## src/rtl/golay_pkg.sv

```systemverilog
`default_nettype none
// ============================================================================
// Module   : golay_pkg
// Brief    : Shared Golay(23,12) constants and the dispatcher state encoding.
// Revision : 1.0 - initial release
// ============================================================================
package golay_pkg;

    localparam int GOLAY_N = 23;   // codeword length
    localparam int GOLAY_K = 12;   // message length
    localparam int GOLAY_R = 11;   // parity length

    typedef enum logic [1:0] {
        DISP_IDLE  = 2'd0,
        DISP_ISSUE = 2'd1,
        DISP_WAIT  = 2'd2
    } disp_state_e;

endpackage
`default_nettype wire

```

## src/rtl/golay_rx_fifo.sv

```systemverilog
`default_nettype none
// ============================================================================
// Module   : golay_rx_fifo
// Brief    : Small synchronous FIFO buffering assembled codewords. A push into
//            a full FIFO is accepted when a pop happens on the same edge.
// Revision : 1.0 - initial release
// ============================================================================
module golay_rx_fifo
    import golay_pkg::*;
#(
    parameter int WIDTH = GOLAY_N,
    parameter int DEPTH = 2
) (
    input  logic                     clk,
    input  logic                     rst,
    input  logic                     push_i,
    input  logic                     pop_i,
    input  logic [WIDTH-1:0]         wdata_i,
    output logic [WIDTH-1:0]         rdata_o,
    output logic                     full_o,
    output logic                     empty_o,
    output logic [$clog2(DEPTH):0]   count_o
);

    localparam int AW = $clog2(DEPTH);

    logic [WIDTH-1:0] mem_q [DEPTH];
    logic [AW-1:0]    wr_ptr_q;
    logic [AW-1:0]    rd_ptr_q;
    logic [AW:0]      count_q;
    logic             w_do_push;
    logic             w_do_pop;

    assign empty_o   = (count_q == '0);
    assign full_o    = (count_q == (AW+1)'(DEPTH));
    assign w_do_pop  = pop_i && !empty_o;
    assign w_do_push = push_i && (!full_o || w_do_pop);
    assign rdata_o   = mem_q[rd_ptr_q];
    assign count_o   = count_q;

    // Storage write; head is read combinationally before the edge overwrites it.
    always_ff @(posedge clk) begin
        if (w_do_push) begin
            mem_q[wr_ptr_q] <= wdata_i;
        end
    end

    // Pointers and occupancy; pointers wrap naturally since DEPTH is a power of two.
    always_ff @(posedge clk) begin
        if (rst) begin
            wr_ptr_q <= '0;
            rd_ptr_q <= '0;
            count_q  <= '0;
        end else begin
            if (w_do_push) wr_ptr_q <= wr_ptr_q + AW'(1);
            if (w_do_pop)  rd_ptr_q <= rd_ptr_q + AW'(1);
            if (w_do_push && !w_do_pop) begin
                count_q <= count_q + (AW+1)'(1);
            end else if (!w_do_push && w_do_pop) begin
                count_q <= count_q - (AW+1)'(1);
            end
        end
    end

endmodule
`default_nettype wire

```

## src/rtl/golay_rx_assembler.sv

```systemverilog
`default_nettype none
// ============================================================================
// Module   : golay_rx_assembler
// Brief    : Deserialises received Golay codewords (MSB first), buffers them
//            and dispatches them one at a time to a Golay decoder, holding the
//            codeword steady until the decoder reports completion or times out.
// Revision : 1.0 - initial release
// ============================================================================
module golay_rx_assembler
    import golay_pkg::*;
#(
    parameter int FIFO_DEPTH = 2,
    parameter int TIMEOUT    = 8191
) (
    input  logic                          clk,
    input  logic                          rst,
    input  logic                          bit_in,
    input  logic                          bit_valid,
    output logic [GOLAY_N-1:0]            cw_out,
    output logic                          decode_en,
    input  logic                          dec_valid,
    output logic                          busy,
    output logic [$clog2(FIFO_DEPTH):0]   fifo_count,
    output logic                          overflow,
    output logic                          timeout_err,
    output logic [15:0]                   word_cnt
);

    localparam int                CNT_W     = $clog2(GOLAY_N);
    localparam int                WAIT_W    = $clog2(TIMEOUT + 1);
    localparam logic [CNT_W-1:0]  LAST_BIT  = CNT_W'(GOLAY_N - 1);
    localparam logic [WAIT_W-1:0] WAIT_LAST = WAIT_W'(TIMEOUT - 1);

    // The 23rd bit is taken straight from bit_in, so only 22 prior bits are stored.
    logic [GOLAY_N-2:0] shreg_q;
    logic [CNT_W-1:0]   bitcnt_q;
    logic [GOLAY_N-1:0] w_word;
    logic               w_word_done;

    logic [GOLAY_N-1:0] w_fifo_head;
    logic               w_fifo_full;
    logic               w_fifo_empty;
    logic               w_pop;

    disp_state_e        state_q, state_d;
    logic [WAIT_W-1:0]  wait_q, wait_d;
    logic [GOLAY_N-1:0] cw_q, cw_d;
    logic [15:0]        word_cnt_q, word_cnt_d;
    logic               timeout_q, timeout_d;
    logic               overflow_q;

    assign w_word      = {shreg_q, bit_in};
    assign w_word_done = bit_valid && (bitcnt_q == LAST_BIT);

    // Serial-to-parallel shift and bit position tracking.
    always_ff @(posedge clk) begin
        if (rst) begin
            shreg_q  <= '0;
            bitcnt_q <= '0;
        end else if (bit_valid) begin
            shreg_q  <= w_word[GOLAY_N-2:0];
            bitcnt_q <= (bitcnt_q == LAST_BIT) ? '0 : bitcnt_q + CNT_W'(1);
        end
    end

    golay_rx_fifo #(
        .WIDTH (GOLAY_N),
        .DEPTH (FIFO_DEPTH)
    ) u_fifo (
        .clk     (clk),
        .rst     (rst),
        .push_i  (w_word_done),
        .pop_i   (w_pop),
        .wdata_i (w_word),
        .rdata_o (w_fifo_head),
        .full_o  (w_fifo_full),
        .empty_o (w_fifo_empty),
        .count_o (fifo_count)
    );

    // Sticky flag for a completed word that found no room in the FIFO.
    always_ff @(posedge clk) begin
        if (rst) begin
            overflow_q <= 1'b0;
        end else if (w_word_done && w_fifo_full && !w_pop) begin
            overflow_q <= 1'b1;
        end
    end

    // Dispatcher next-state: pop in IDLE, pulse in ISSUE, hold in WAIT.
    always_comb begin
        state_d    = state_q;
        wait_d     = wait_q;
        cw_d       = cw_q;
        word_cnt_d = word_cnt_q;
        timeout_d  = timeout_q;
        w_pop      = 1'b0;
        case (state_q)
            DISP_IDLE: begin
                if (!w_fifo_empty) begin
                    w_pop   = 1'b1;
                    cw_d    = w_fifo_head;
                    state_d = DISP_ISSUE;
                end
            end
            DISP_ISSUE: begin
                word_cnt_d = word_cnt_q + 16'd1;
                wait_d     = '0;
                state_d    = DISP_WAIT;
            end
            DISP_WAIT: begin
                if (dec_valid) begin
                    state_d = DISP_IDLE;
                end else if (wait_q == WAIT_LAST) begin
                    timeout_d = 1'b1;
                    state_d   = DISP_IDLE;
                end else begin
                    wait_d = wait_q + WAIT_W'(1);
                end
            end
            default: begin
                state_d = DISP_IDLE;
            end
        endcase
    end

    // Dispatcher registers; cw_q only changes on a pop so it is stable while busy.
    always_ff @(posedge clk) begin
        if (rst) begin
            state_q    <= DISP_IDLE;
            wait_q     <= '0;
            cw_q       <= '0;
            word_cnt_q <= '0;
            timeout_q  <= 1'b0;
        end else begin
            state_q    <= state_d;
            wait_q     <= wait_d;
            cw_q       <= cw_d;
            word_cnt_q <= word_cnt_d;
            timeout_q  <= timeout_d;
        end
    end

    assign cw_out      = cw_q;
    assign decode_en   = (state_q == DISP_ISSUE);
    assign busy        = (state_q != DISP_IDLE);
    assign word_cnt    = word_cnt_q;
    assign overflow    = overflow_q;
    assign timeout_err = timeout_q;

endmodule
`default_nettype wire
```

## config.mk

```make
export PLATFORM = sky130hd
export DESIGN_NAME = golay_rx_assembler
export DESIGN_NICKNAME = d
export VERILOG_FILES = /design/src/rtl/golay_pkg.sv /design/src/rtl/golay_rx_fifo.sv /design/src/rtl/golay_rx_assembler.sv
export SDC_FILE = /design/constraint.sdc
export NUM_CORES = 1
export LEC_CHECK = 0
export CORE_ASPECT_RATIO = 2
export CORE_MARGIN = 1
export CORE_UTILIZATION = 37
export DETAILED_ROUTE_END_ITERATION = 8
export PLACE_DENSITY_LB_ADDON = 0.08
export SETUP_SLACK_MARGIN = 0.3
export SLEW_MARGIN = 20
export SYNTH_ARGS = -nofsm -noshare
export SYNTH_HDL_FRONTEND = slang
export SYNTH_SLANG_ARGS = --single-unit
```

## constraint.sdc

```tcl
create_clock -name clk -period 7.6 [get_ports clk]
set_input_delay 1.52 -clock clk [delete_from_list [all_inputs] [get_ports clk]]
set_output_delay 1.52 -clock clk [all_outputs]
set_load 0.005 [all_outputs]
```

# Word level (Yosys, flattened, before mapping)
# Memories as Yosys holds them, arrays and structs flattened. A register that Yosys moved wholly into a read port is not among the register bits.
# Cells that the tools add are included.
# word_totals
regBits	64
ramBits	46
inputBits	5
out_inout_bits	45
wordCells	65
n_memories	1
# mem_list
name	depth	word_bits	rd	rd_ports_with_merged_regs	write_ports	line	text
u_fifo.mem_q	2	23	1	1	1	golay_rx_fifo.sv:27	logic [WIDTH-1:0] mem_q [DEPTH];
# classes
addsub	7
n_eq_ne	9
n_mux	14
bitwise_logic	2
reduce_logical	22
# ops
operator	n
13-bit 2-to-1 mux	2
13-bit one-hot mux with 2 select lines	1
16-bit by 1-bit adder with 16-bit output (second input constant)	1
13-bit by 1-bit adder with 13-bit output (second input constant)	1
13-bit == test (second input constant)	1
2-bit 2-to-1 mux	5
1-bit logical AND	7
2-bit inequality test (second input constant)	3
2-bit one-hot mux with 3 select lines	1
3-bit AND reduction	2
2-bit nonzero test	3
5-bit by 1-bit adder with 5-bit output (second input constant)	1
5-bit == test (second input constant)	1
1-bit zero test	5
5-bit 2-to-1 mux	1
2-bit == test (second input constant)	2
2-bit zero test	2
1-bit 2-to-1 mux	4
2-bit AND reduction	2
3-bit inequality test (second input constant)	1
1-bit adder (second input constant)	2
2-bit by 1-bit adder with 2-bit output (second input constant)	1
2-bit by 1-bit == test with 1-bit output (second input constant)	1
1-bit inverter	2
2 further kinds	2

# Depth between registers and ports, before layout
# depth
word_depth	10
depth_mapped	10
depth_no_buf	9

# Cells and area by module
# A second synthesis with hierarchy kept.
# hier_totals
cells_unflattened	491
hier_area_um2	5383.9
# modules_own_cells
mod	n_inst	cells_each	area_each_um2	seq_area_each_um2
golay_rx_assembler	1	395	3500.9	1661.6
golay_rx_fifo	1	96	1883.1	1481.4

# Worst setup path after synthesis
# Ideal clock, no wire load.
# synth_timing
kind	input -> register
startpoint	input bit_valid
endpoint	memory u_fifo.mem_q[0][0] (netlist name), enable pin
setup_time_ps	403
arrival_time_ps	3146
required_time_ps	7197
setup_slack_ps	4052
cell_stages	3
path_buffers	0
cell_sequence	nand2_1 > or4_1 > nor2_1
# synth_via
elab_chain_cells	4
# synth_lines
element	line	text
start, declared	golay_rx_assembler.sv:18	input logic bit_valid,
1-bit logical AND	golay_rx_assembler.sv:53	assign w_word_done = bit_valid && (bitcnt_q == LAST_BIT);
1-bit logical AND	golay_rx_fifo.sv:37	assign w_do_push = push_i && (!full_o || w_do_pop);
1-bit 2-to-1 mux	golay_rx_fifo.sv:43	if (w_do_push) begin
1-bit 2-to-1 mux (implied by the code)	golay_rx_fifo.sv:44	mem_q[wr_ptr_q] <= wdata_i;
end, declared	golay_rx_fifo.sv:27	
# No other way between the ends.

# Worst setup path after layout
# layout_timing
startpoint	input bit_valid
endpoint	memory u_fifo.mem_q[1][0] (netlist name), enable pin
# The elaborated chain is that of the path after synthesis.

==> flow_metrics.tcl <==
set metrics [dict create \
    outcome "completed" \
    syn_to_final_growth_pct 23.84 \
    vias 3601 \
    worst_pin_slew_ns 0.9170 \
    crit_family "simple AND/OR/NAND/NOR gates" \
    timing.final.max_slew_violations 0 \
    n_antenna_cell 0 \
    dr.pass1.iters 4 \
    slew_headroom 0.3887 \
    yosysUniqueCellTypes 47 \
    place_ws_ns 3.054 \
    cts_post_setup_buffers_inserted 0 \
    power_leakage_nw 2.256 \
    min_period_ns 3.731 \
    synthCells 467 \
    wl_met1_um 4175 \
    drt_wl_total_um 10240 \
    track_usage 0.1523 \
    initial_core_util 0.3788 \
    setup.worst_path.start_class "input pin" \
    cp.arrival_ns 3.77 \
    ys_top_cells_by_area "dfxtp_1 33%, edfxtp_1 26%, mux2i_1 9.1%" \
    crit_buf_inv 3 \
    worst_path_max_delay_cell "or4_1" \
    synth.most_common_cell "dfxtp_1" \
    hold_path.class "register to register" \
    die_x_um 86.56 \
    ir_worst_vdd_mv 0.1582 \
    portBuffers 49 \
    drive_gt1_frac 0.08429 \
    ys_async_sr_fraction 0 \
    htree_num_levels 4 \
    synth_common_cells "87 x dfxtp_1, 70 x nor2_1, 48 x mux2i_1" \
    grt_pass1_vias 3505 \
    setup_violations 0 \
    dp_cells 679 \
    cts_tree "built" \
    cp_cell_sequence "clkdlybuf4s50_1, buf_4, nand2_1, or4_1, inv_1, and2_2" \
    path_max_fanout 29 \
    hold_buffers 0 \
    wire_per_inst_um 14.40 \
    root_buffer "clkbuf_16" \
    timing.setup.tns_ns 0 \
    fin_cells 711 \
    yosys_warnings 0 \
    criticalPathCategory "input pin to register" \
    route.met3.wl_um 290 \
    clockBufferDepth 2 \
    synth_edf_count 46 \
    place_area_um2 5929 \
    dieHeight_um 171.1 \
    drtIter0Drc 102 \
    max_freq_ghz 0.2680 \
    core_um2 13970 \
    rsz0062_at_grt "no" \
    synth_nets 482 \
    dpl.hpwl_um 6429 \
    post-route-drc-count 0 \
    fin_worst_skew_ns 0.009752 \
    met2WireLength_um 5590 \
    cts-buffers-inserted 17 \
    max_stage_delay_ns 0.60 \
    synth_area_um2 5291 \
    grt_max_degree 86 \
    grt_first_pass_wirelength_um 17090 \
    end_kind "register" \
    power_density_nw_per_um2 307.7 \
    gr-total-overflow 0 \
    finalCritPeriodShare 0.4909 \
    drt.antenna.violating_nets 0 \
    num-nets-final 525 \
    io_pins 50 \
    gp_congestion 0.7606 \
    via_per_inst 5.065 \
    rows 61 \
    cp.required_ns 7.64 \
    clock_latency_ns 0.41 \
    syn_area_per_cell_um2 11.33 \
    finalPower_mw 2.016 \
    post_cts_resized 0 \
    seq_area_frac_synth 0.5902 \
    synth.top_cell.area_share 0.3292 \
    setup_slack_ns 3.869 \
    clk_pin_slew_ns 0.05 \
    hold_violations 0 \
    ys_seq_elements 133 \
    synth-main-ff-cell "dfxtp_1" \
    final_area_um2 6553 \
    antenna_found_initial 0 \
    synth.largest_area_cell "dfxtp_1" \
    die_area_um2 14810 \
    routed.top_layer "met4" \
    cap_violations 0 \
    numClockSinks 133 \
]
worst paths after layout:
kind	slack, ns	cells after the start	endpoint	startpoint
worst max-delay path	3.87	6	u_fifo.mem_q[1][0]	bit_valid
worst min-delay path	0.46	0	u_fifo.mem_q[0][22]	shreg_q[21]
worst max register to register	5.07	9	u_fifo.count_o[1]	state_q[0]
worst min register to register	0.46	0	u_fifo.mem_q[0][22]	shreg_q[21]
metal layers:
metal	vias up	GRT usage
met5	-	0
met4	0	0.07536
met3	13	0.03425
met2	60	0.2826
met1	1739	0.1569
li1	1789	-
stage by stage:
step	util	hold slack (ns)
6_report	0.4691	0.4597
5_1_grt	0.4691	0.4776
4_1_cts	0.4665	0.4598
3_5_place_dp	0.4245	0.4417
3_3_place_gp	0.4245	0.4366
2_1_floorplan	-	0.4249
where the power goes:
group          switching, mW  leakage, nW  internal, mW
clock                  0.297        0.278         0.512
sequential            0.0340         1.12         0.784
combinational          0.200        0.861         0.189
total                  0.531         2.26          1.49
cell usage in the layout (no fill, tap or decap), types with 8 or more instances in the layout:
master and n:
clkdlybuf4s50_1 48, dfxtp_1 87, nand2_1 20, mux2i_1 48, a31oi_1 10, nand4_1 14
edfxtp_1 46, nor2_1 68, or4_1 8, a211oi_1 25, ha_1 10, o21ai_0 8
clkbuf_16 17, xor2_1 17, a21oi_1 8, inv_1 11
sequential cells by signal (all words and copies together) (netlist names):
name / flops
word_cnt: 16
state_q: 2
wait_q: 13
timeout_err: 1
u_fifo.rd_ptr_q: 1
u_fifo.count_o: 2
shreg_q: 22
bitcnt_q: 5
cw_out: 23
overflow: 1
u_fifo.wr_ptr_q: 1
u_fifo.mem_q: 46
layout make-up:
class | instances | area, um^2
multi-input cells | 292 | 2019
well taps | 189 | 236.5
repair buffers | 54 | 543.0
clock buffers | 18 | 429.2
flip-flops and latches | 133 | 3123
clock inverters | 13 | 156.4
fillers | 1308 | 7415
inverters | 12 | 45.04
cells by family (layout without fill, tap and decap cells):
group,Yosys count,in the layout,share of synthesized area
and+or+nand+nor,145,145,0.1374
DFF,133,133,0.5902
AOI/OAI and AO/OA,70,70,0.09459
adders and majority gates,10,10,0.02365
xor gates and xnor gates,19,19,0.03145
muxes,48,48,0.09080
buffers and inverters,42,97,0.03192
Power figures use the tool's default switching activity.
